## src/rtl/tone_audio_if.sv

```systemverilog
// Control and DAC-side signal bundle for tone_audio_tx.
// The master drives the tone controls; the slave (the transmitter) drives the DAC pins.
interface tone_audio_if;
  logic [31:0] toneL;
  logic [31:0] toneR;
  logic [2:0]  volume;
  logic        mute;
  logic        audio_mclk;
  logic        audio_lrck;
  logic        audio_sck;
  logic        audio_sdin;
  logic        frame_start;

  modport master (
    output toneL, toneR, volume, mute,
    input  audio_mclk, audio_lrck, audio_sck, audio_sdin, frame_start
  );

  modport slave (
    input  toneL, toneR, volume, mute,
    output audio_mclk, audio_lrck, audio_sck, audio_sdin, frame_start
  );
endinterface

```

## src/rtl/tone_audio_tx.sv

```systemverilog
// Two-channel square-wave tone generator that serialises 16-bit stereo samples
// in left-justified format, with all DAC clocks derived from one 512-clk frame divider.
module tone_audio_tx #(
  parameter int unsigned CLK_HZ   = 100_000_000,
  parameter int unsigned MAX_TONE = 20_000
) (
  input  logic        clk,
  input  logic        rst,
  tone_audio_if.slave bus
);

  localparam logic [27:0] CLK_C = 28'(CLK_HZ);
  localparam logic [31:0] MAX_C = 32'(MAX_TONE);

  logic [8:0]  cnt_q, cnt_d;
  logic [31:0] tone_l_q, tone_r_q;
  logic [2:0]  vol_q;
  logic        mute_q;
  logic [26:0] acc_l_q, acc_l_d;
  logic [26:0] acc_r_q, acc_r_d;
  logic        pol_l_q, pol_l_d;
  logic        pol_r_q, pol_r_d;
  logic [31:0] shift_q, shift_d;
  logic        mclk_q, lrck_q, sck_q, frame_q;
  logic [15:0] left_smp, right_smp;

  function automatic logic audible(input logic [31:0] tone);
    return (tone != 32'd0) && (tone <= MAX_C);
  endfunction

  // Returns {pol, acc}; a wrap of the accumulator past CLK_HZ flips the polarity,
  // which yields a square wave of exactly the requested frequency.
  function automatic logic [27:0] phase_next(input logic [26:0] acc,
                                             input logic        pol,
                                             input logic [31:0] tone);
    logic [27:0] sum;
    logic [27:0] res;
    sum = {1'b0, acc} + {tone[26:0], 1'b0};
    if (!audible(tone)) begin
      res = 28'd0;
    end else if (sum >= CLK_C) begin
      res = {~pol, 27'(sum - CLK_C)};
    end else begin
      res = {pol, sum[26:0]};
    end
    return res;
  endfunction

  function automatic logic [15:0] sample_of(input logic       pol,
                                            input logic       aud,
                                            input logic [2:0] vol,
                                            input logic       mte);
    logic [15:0] amp;
    logic [15:0] res;
    amp = {1'b0, vol, 12'h000};
    if (!aud || (vol == 3'd0) || mte) begin
      res = 16'h0000;
    end else if (pol) begin
      res = amp;
    end else begin
      res = 16'h0000 - amp;
    end
    return res;
  endfunction

  // Next-state: divider, both phase accumulators, sample build and frame shifter.
  always_comb begin
    cnt_d              = cnt_q + 9'd1;
    {pol_l_d, acc_l_d} = phase_next(acc_l_q, pol_l_q, tone_l_q);
    {pol_r_d, acc_r_d} = phase_next(acc_r_q, pol_r_q, tone_r_q);
    left_smp           = sample_of(pol_l_q, audible(tone_l_q), vol_q, mute_q);
    right_smp          = sample_of(pol_r_q, audible(tone_r_q), vol_q, mute_q);
    // The skipped shift at 511 leaves the last bit on the wire until the reload.
    if (cnt_q == 9'd0) begin
      shift_d = {left_smp, right_smp};
    end else if ((cnt_q[3:0] == 4'hF) && (cnt_q != 9'd511)) begin
      shift_d = {shift_q[30:0], 1'b0};
    end else begin
      shift_d = shift_q;
    end
  end

  // State and registered DAC outputs; everything clears asynchronously on reset.
  always_ff @(posedge clk or negedge rst) begin
    if (!rst) begin
      cnt_q    <= 9'd0;
      tone_l_q <= 32'd0;
      tone_r_q <= 32'd0;
      vol_q    <= 3'd0;
      mute_q   <= 1'b0;
      acc_l_q  <= 27'd0;
      acc_r_q  <= 27'd0;
      pol_l_q  <= 1'b0;
      pol_r_q  <= 1'b0;
      shift_q  <= 32'd0;
      mclk_q   <= 1'b0;
      lrck_q   <= 1'b0;
      sck_q    <= 1'b0;
      frame_q  <= 1'b0;
    end else begin
      cnt_q    <= cnt_d;
      tone_l_q <= bus.toneL;
      tone_r_q <= bus.toneR;
      vol_q    <= bus.volume;
      mute_q   <= bus.mute;
      acc_l_q  <= acc_l_d;
      acc_r_q  <= acc_r_d;
      pol_l_q  <= pol_l_d;
      pol_r_q  <= pol_r_d;
      shift_q  <= shift_d;
      mclk_q   <= cnt_q[1];
      lrck_q   <= cnt_q[8];
      sck_q    <= cnt_q[3];
      frame_q  <= (cnt_q == 9'd0);
    end
  end

  assign bus.audio_mclk  = mclk_q;
  assign bus.audio_lrck  = lrck_q;
  assign bus.audio_sck   = sck_q;
  assign bus.audio_sdin  = shift_q[31];
  assign bus.frame_start = frame_q;

endmodule

```

## src/flat_wrapper.sv

```systemverilog
// flat-port wrapper written by rule: the top's interface ports become plain ports
module tone_audio_tx_flat 
#(
  parameter int unsigned CLK_HZ   = 100_000_000,
  parameter int unsigned MAX_TONE = 20_000
)
  (clk, rst, bus_toneL, bus_toneR, bus_volume, bus_mute, bus_audio_mclk, bus_audio_lrck, bus_audio_sck, bus_audio_sdin, bus_frame_start);
  tone_audio_if bus_i ();
  input  logic clk;
  input  logic rst;
  input wire logic [$bits(bus_i.toneL)-1:0] bus_toneL;
  input wire logic [$bits(bus_i.toneR)-1:0] bus_toneR;
  input wire logic [$bits(bus_i.volume)-1:0] bus_volume;
  input wire logic [$bits(bus_i.mute)-1:0] bus_mute;
  output wire logic [$bits(bus_i.audio_mclk)-1:0] bus_audio_mclk;
  output wire logic [$bits(bus_i.audio_lrck)-1:0] bus_audio_lrck;
  output wire logic [$bits(bus_i.audio_sck)-1:0] bus_audio_sck;
  output wire logic [$bits(bus_i.audio_sdin)-1:0] bus_audio_sdin;
  output wire logic [$bits(bus_i.frame_start)-1:0] bus_frame_start;
  assign bus_i.toneL = bus_toneL;
  assign bus_i.toneR = bus_toneR;
  assign bus_i.volume = bus_volume;
  assign bus_i.mute = bus_mute;
  assign bus_audio_mclk = bus_i.audio_mclk;
  assign bus_audio_lrck = bus_i.audio_lrck;
  assign bus_audio_sck = bus_i.audio_sck;
  assign bus_audio_sdin = bus_i.audio_sdin;
  assign bus_frame_start = bus_i.frame_start;
  tone_audio_tx #(.CLK_HZ(CLK_HZ), .MAX_TONE(MAX_TONE)) u_core (.clk(clk), .rst(rst), .bus(bus_i));
endmodule
```

## config.mk

```make
export PLATFORM = sky130hd
export DESIGN_NAME = tone_audio_tx_flat
export DESIGN_NICKNAME = d
export VERILOG_FILES = /design/src/rtl/tone_audio_if.sv /design/src/rtl/tone_audio_tx.sv /design/src/flat_wrapper.sv
export SDC_FILE = /design/constraint.sdc
export NUM_CORES = 1
export LEC_CHECK = 0
export CORE_MARGIN = 2
export CORE_UTILIZATION = 25
export DETAILED_ROUTE_END_ITERATION = 10
export HOLD_SLACK_MARGIN = 0.05
export SLEW_MARGIN = 5
export SYNTH_ARGS = -nofsm -noshare
export SYNTH_HDL_FRONTEND = slang
export SYNTH_SLANG_ARGS = --single-unit
export TNS_END_PERCENT = 20
```

## constraint.sdc

```tcl
create_clock -name clk -period 6 [get_ports clk]
set_input_delay 0.6 -clock clk [delete_from_list [all_inputs] [get_ports clk]]
set_output_delay 0.6 -clock clk [all_outputs]
set_load 0.005 [all_outputs]
```

==> results.txt <==
final antenna-violating net count -> 0
largest net degree at the start of global routing -> 98
area delta synth->final -> 19.9%
top_reg_cell synth -> dfrtp_1
Setup Fix Bufs, Post-CTS -> 0
clock skew -> 0.0103 ns
Clock Pin Slew Worst Setup and Hold Paths -> 0.07 ns
Pwr per Cell Area -> 217 nW/um^2
maximum clock insertion buffer count -> 2
max-slew violation count -> 0
RSZ-0062 raised after global routing -> no
# IOs -> 75
R2R Path Start -> u_core.tone_l_q[0]
Mapped Avg Cell Area -> 9.51 sq um
initial antenna violation count -> 1
Startpoint Class -> flip-flop
ant diodes -> 0
Max Freq -> 0.219 GHz
first-pass GRT wire length -> 39.4 mm
Final Hold Viols -> 0
RR Endpoint -> u_core.acc_l_q[11]
worst path cell trace -> ha_1 -> fa_1 -> a21oi_2 -> o211a_4 -> o21bai_1 -> a21oi_1 -> xnor2_1 -> inv_1 -> ha_1 -> nor4b_1 -> nand3_1 -> nor3_1 -> nor3_1 -> o31a_1 -> o31a_1 -> or4_1 -> a21oi_1
CTS root buffer -> clkbuf_16
most frequent cells in the layout -> dfrtp_1 (155), a21oi_1 (92), nand2_1 (83)
Worst-Margin Slew -> 1.05 ns
Post-synth EDFFs -> 0
Max transition margin -> 0.295
number of synthesized register bits -> 155
Crit Path Max Fanout -> 28
fin crit period -> 4.58 ns
Die Y -> 197 um
crit-path leading delay family -> compound AO/OA/AOI/OAI gates
Initial Utilization -> 0.254
Via density -> 5.04
Initial DRC Count -> 490
worst endpoint data arrival time -> 4.93 ns
die area -> 38,600 sq um
Post-Route Setup TNS -> 0 ns
die width -> 197 um
post-synthesis net count -> 1,108
endpoints failing setup -> 0
fraction of layout cells with a size suffix above 1 -> 0.0655
crit-path max cell delay -> 0.61 ns
DR WL/cell -> 15.8 um
number of global-route vias before repair -> 7,617
period utilization -> 0.763
status -> completed
Synthesis Warnings -> 0
Crit. End Element -> flip-flop
I/O Buffers -> 74
drt pass-1 iters -> 4
Post-route DRC -> 0
CTS tree -> done
Crit path required time -> 6.36 ns
post-DP HPWL -> 17.8 mm
vias after detailed routing -> 7,668
Clock Latency Late Sink -> 0.44 ns
cts-stage hold buffer count -> 0
peak supply drop -> 0.192 mV
Routability Congestion -> 0.901
nets -> 1,174
flop2flop setup slack -> 1.42 ns
synth unique cells -> 83
Core Region -> 36,500 sq um
Hold Slack -> 0.263 ns
gr ovfl total -> 0
clock tree sinks -> 155
Hold Path Class -> in -> async
cell area after synthesis -> 9270 sq um
H-tree depth -> 4
Slowest cell on crit path -> or4_1
sequential share of the synthesized area -> 0.418
Leak -> 4.93 nW
Tot GR Track Use -> 0.129
commonest non-fill, non-tap cell in the layout -> dfrtp_1
Max-Cap Viols -> 0
total routed wirelength -> 24.0 mm
CTS Buf Count -> 17
CTS resizes -> 0
synthesized instance count -> 975
FP Rows -> 70
Reg2Reg Depth -> 17
asr flop ratio synth -> 1.00
number of buffers and inverters on the critical path -> 1
CP Class -> reg -> reg
## kinds of logic (layout without fill, tap and decap cells)
group / Yosys count / after routing / share of synthesized area
and+or+nand+nor: 331 / 331 / 0.186
muxes: 11 / 11 / 0.0119
AOI/OAI and AO/OA: 310 / 310 / 0.226
adders and majority gates: 63 / 63 / 0.0866
DFF: 155 / 155 / 0.418
xor gates and xnor gates: 46 / 46 / 0.0451
buffers and inverters: 59 / 137 / 0.0260
## worst reg2reg max path, cell delays in order, from the launching register on
cell      delay (ns)
dfrtp_1         0.38
ha_1            0.22
fa_1            0.45
a21oi_2         0.27
o211a_4         0.24
o21bai_1        0.08
a21oi_1         0.19
xnor2_1         0.12
inv_1           0.11
ha_1            0.16
nor4b_1         0.26
nand3_1         0.11
nor3_1          0.19
nor3_1          0.07
o31a_1          0.28
o31a_1          0.58
or4_1           0.62
a21oi_1         0.19
## flip-flops by register name, summed over array words and instances (netlist names), 3 cells and up
signal           flops
u_core.tone_l_q     32
u_core.tone_r_q     32
u_core.acc_l_q      26
u_core.acc_r_q      26
u_core.shift_q      20
u_core.cnt_q         9
u_core.vol_q         3
## where the power goes
group | switching (mW) | total, mW | internal, mW
combinational | 0.139 | 0.244 | 0.105
sequential | 0.0200 | 1.09 | 1.07
clock | 0.457 | 1.08 | 0.626
total | 0.616 | 2.42 | 1.80
## worst max-delay path by stage
stage                             from                  to  slack (ns)  cells past startpoint
finish              u_core.tone_l_q[0]  u_core.acc_l_q[11]        1.42                     17
global route        u_core.tone_l_q[0]  u_core.acc_l_q[11]        1.03                     17
CTS                 u_core.tone_l_q[0]  u_core.acc_l_q[11]        1.41                     17
detailed placement  u_core.tone_l_q[0]  u_core.acc_l_q[11]        1.47                     17
global placement    u_core.tone_l_q[0]  u_core.acc_l_q[11]        1.59                     17
floorplan           u_core.tone_l_q[0]  u_core.acc_l_q[11]        2.16                     17
## cell type report
type / instances / area [sq um]
tap: 468 / 586
inverter: 27 / 101
clock inverter: 12 / 138
timing repair buffer: 79 / 779
fill: 3755 / 25400
multi-input combinational: 761 / 5190
sequential: 155 / 3880
clock buffer: 19 / 443
## per-layer routing
| layer | global-route usage | share of wire | vias to the layer above |
|---|---|---|---|
| met5 | 0 | 0 | - |
| met4 | 0.0451 | 0.020 | 0 |
| met3 | 0.0346 | 0.049 | 35 |
| met2 | 0.214 | 0.47 | 161 |
| met1 | 0.161 | 0.46 | 3705 |
| li1 | - | - | 3767 |
## Yosys cell counts (6+ instances only)
cell,instances,area share
a211o_1,6,0.0057
a211oi_1,14,0.011
a21o_1,30,0.024
a21oi_1,92,0.050
a31oi_1,8,0.0054
and2_1,11,0.0074
and3_1,16,0.011
buf_2,8,0.0043
clkbuf_1,21,0.0085
dfrtp_1,155,0.42
ha_1,61,0.082
inv_1,27,0.011
mux2i_1,11,0.012
nand2_1,83,0.034
nand2b_1,10,0.0067
nand3_1,26,0.014
nand4_1,13,0.0088
nor2_1,62,0.025
nor2b_1,10,0.0067
nor3_1,19,0.010
nor4_1,17,0.011
o211ai_1,6,0.0049
o21a_1,12,0.0097
o21ai_0,48,0.026
o22ai_1,6,0.0040
o31a_1,11,0.010
o31ai_1,14,0.011
or3_1,31,0.021
or4_1,9,0.0073
xnor2_1,23,0.022
xor2_1,21,0.020
## metrics by stage
stage / util / power (mW) / instances / setup WS, ns / area, sq um
after floorplan: - / 1.24 / 975 / 2.16 / 9270
after global placement: 0.288 / 1.35 / 1490 / 1.59 / 10500
after detailed placement: 0.288 / 1.35 / 1490 / 1.47 / 10500
after CTS: 0.304 / 2.46 / 1521 / 1.41 / 11100
after global routing: 0.304 / 2.53 / 1521 / 1.03 / 11100
final: 0.304 / 2.42 / 1521 / 1.42 / 11100
Note: power is estimated with default switching activity, not from simulation.
==> variant, RTL diff (config.mk and constraints unchanged) <==
Make the reset (`rst`) synchronous in one clocked block. Comments in the files are not updated.
--- a/src/rtl/tone_audio_tx.sv
+++ b/src/rtl/tone_audio_tx.sv
@@ -81,7 +81,7 @@
   end
 
   // State and registered DAC outputs; everything clears asynchronously on reset.
-  always_ff @(posedge clk or negedge rst) begin
+  always_ff @(posedge clk) begin
     if (!rst) begin
       cnt_q    <= 9'd0;
       tone_l_q <= 32'd0;
Formal check against the unedited RTL: differs if rst is asserted again (counterexample within 4 cycles, from zero or initial values and one cycle with rst low); with rst held inactive, the same outputs for 10 cycles.
==> variant against the unedited design <==
  * Worst setup slack gained 0.25 ns
  * Synthesized area shrank 2.8%
  * Cell area shrank 3.3%
  * Total power shrank 1.1%
  * Sequential cell count is the same
  * Count of clock-buffer cells in the layout grew 1
  * Wire length shrank 5.0%
  * Critical path type unchanged
  * Highest routed layer unchanged
==> variant: results (changes against the unedited design) <==
* Outcome: completed
* Classification of the worst-slack hold path: reg -> reg
* Worst-case register-to-register setup slack at 1.67 ns (+0.25 ns)
* Area contributors post-synth: dfxtp_1 (34%), ha_1 (8.2%), and2_1 (6.7%), a21oi_1 (4.2%), nor2_1 (4.0%)
* Post-placement cell count at 1545 (+3.7%)
* Library cell contributing the largest single delay on the critical path: a221oi_2
* Clock tree root buffer cell: clkbuf_16
* Clock Latency Late Sink at 0.44 ns (about the same)
* Normalized max-slew margin at 39.9% (+10 points)
* Seq/Total Area, Yosys at 34.4% (-7.4 points)
* Via count of the first global-routing pass at 7365 (-3.3%)
* Worst setup timing slack at the placement stage at 1.77 ns (+0.297 ns)
* H-tree depth at 4 (unchanged)
* Final clock skew at 0.0122 ns (+0.00193 ns)
* Worst Setup Path Type: reg -> reg
* Yosys synthesis warning count at 0 (unchanged)
* Number of DRC markers in iteration 0 at 578 (+18%)
* Antenna violations before repair at 0 (-1)
* Placement-stage cell area at 10200 um^2 (-3.5%)
* Bufs on Longest Clock Path at 2 (unchanged)
* Startpoint of the tightest hold check path: u_core.shift_q[17]
* End of the worst register-to-register path: u_core.acc_l_q[23]
* Internal Pwr Total at 1.79 mW (-0.40%)
* Startpoint of the most critical register-to-register path: u_core.acc_l_q[1]
* CP max stage delay at 0.80 ns (+0.19 ns)
* Worst path arrival time at 4.67 ns (-0.26 ns)
* Combined global-route utilization of all metal layers at 12.0% (-0.92 points)
* Cell count of the worst reg-to-reg path at 13 (-4)
* Clock group at 1.06 mW
* Power Dens Cells at 222 nW/um^2 (+2.3%)
* First drt pass iteration count at 5 (+1)
* Cell count after synthesis at 1045 (+7.2%)
* Leading cell types by count after synthesis: dfxtp_1 (155), and2_1 (97), nor2_1 (96), nand2_1 (84), a21oi_1 (75)
* Power in combinational cells at 0.248 mW (+2%)
* Setup Fix Bufs, Post-CTS at 0 (unchanged)
* Fraction of registers with async set or reset after synthesis at 0% (-100 points)
* Via count at 7598 (-0.91%)
* Fraction of final layout cells with drive strength greater than 1 at 7.08% (+0.53 points)
* Most instantiated library cell after synthesis: dfxtp_1
* Distinct cell type count after synthesis at 80 (-3.6%)
* Leakage power of the design at 4.20 nW (-15%)
* Placer Congestion at 0.881 (-2.2%)
* Post-route worst hold slack at 0.451 ns (+0.187 ns)
* Syn_nets at 1176 (+6.1%)
* Max Fanout on Critical Path at 13 (-54%)
* Worst-case vdd ir drop at 0.000196 V (+2.3%)
* Via-per-instance ratio at 4.82 (-4.4%)
* WL final at 22800 um (-5.0%)
* Min cycle time layout at 4.33 ns (-0.248 ns)
* Pin count of the biggest net entering global routing at 58 (-41%)
* Post-detailed-placement half-perimeter wirelength at 17600 um (-0.93%)
* Global-route wire length before repair at 36500 um (-7.3%)
variant: cell count changes after synthesis, moves of 8 or more:
cell / delta
xnor2_1: +14
nor3_1: -11
dfrtp_1: -155
and2_1: +86
o31a_1: -11
nor2_1: +34
or3_1: -20
o21ai_1: +12
xor2_1: +14
o21ai_0: -8
dfxtp_1: +155
a21oi_1: -17
variant: layout make-up:
cell class              count  area [um^2]
clock buffers              20          437
inverters                  24         90.1
well taps                 461          577
fillers                  3747        24800
repair buffers             77          758
flip-flops and latches    155         3100
clock inverters            12          140
multi-input cells         828         5640
variant: cells by family after synthesis:
group / after synthesis / share of synthesized area (%)
flops: 155 / 34.4
fa+ha+maj: 61 / 8.64
compound gates: 271 / 21.3
buf+inv: 62 / 2.97
xor+xnor: 75 / 7.54
simple gates: 405 / 23.3
mux: 16 / 1.79
variant: metal layers:
metal	GRT usage [%]	vias up	part of all wire (%)
met2	19.4	170	46
met1	15.4	3539	48
met5	0	-	0
li1	-	3850	-
met3	2.24	39	3.8
met4	5.50	0	2.9
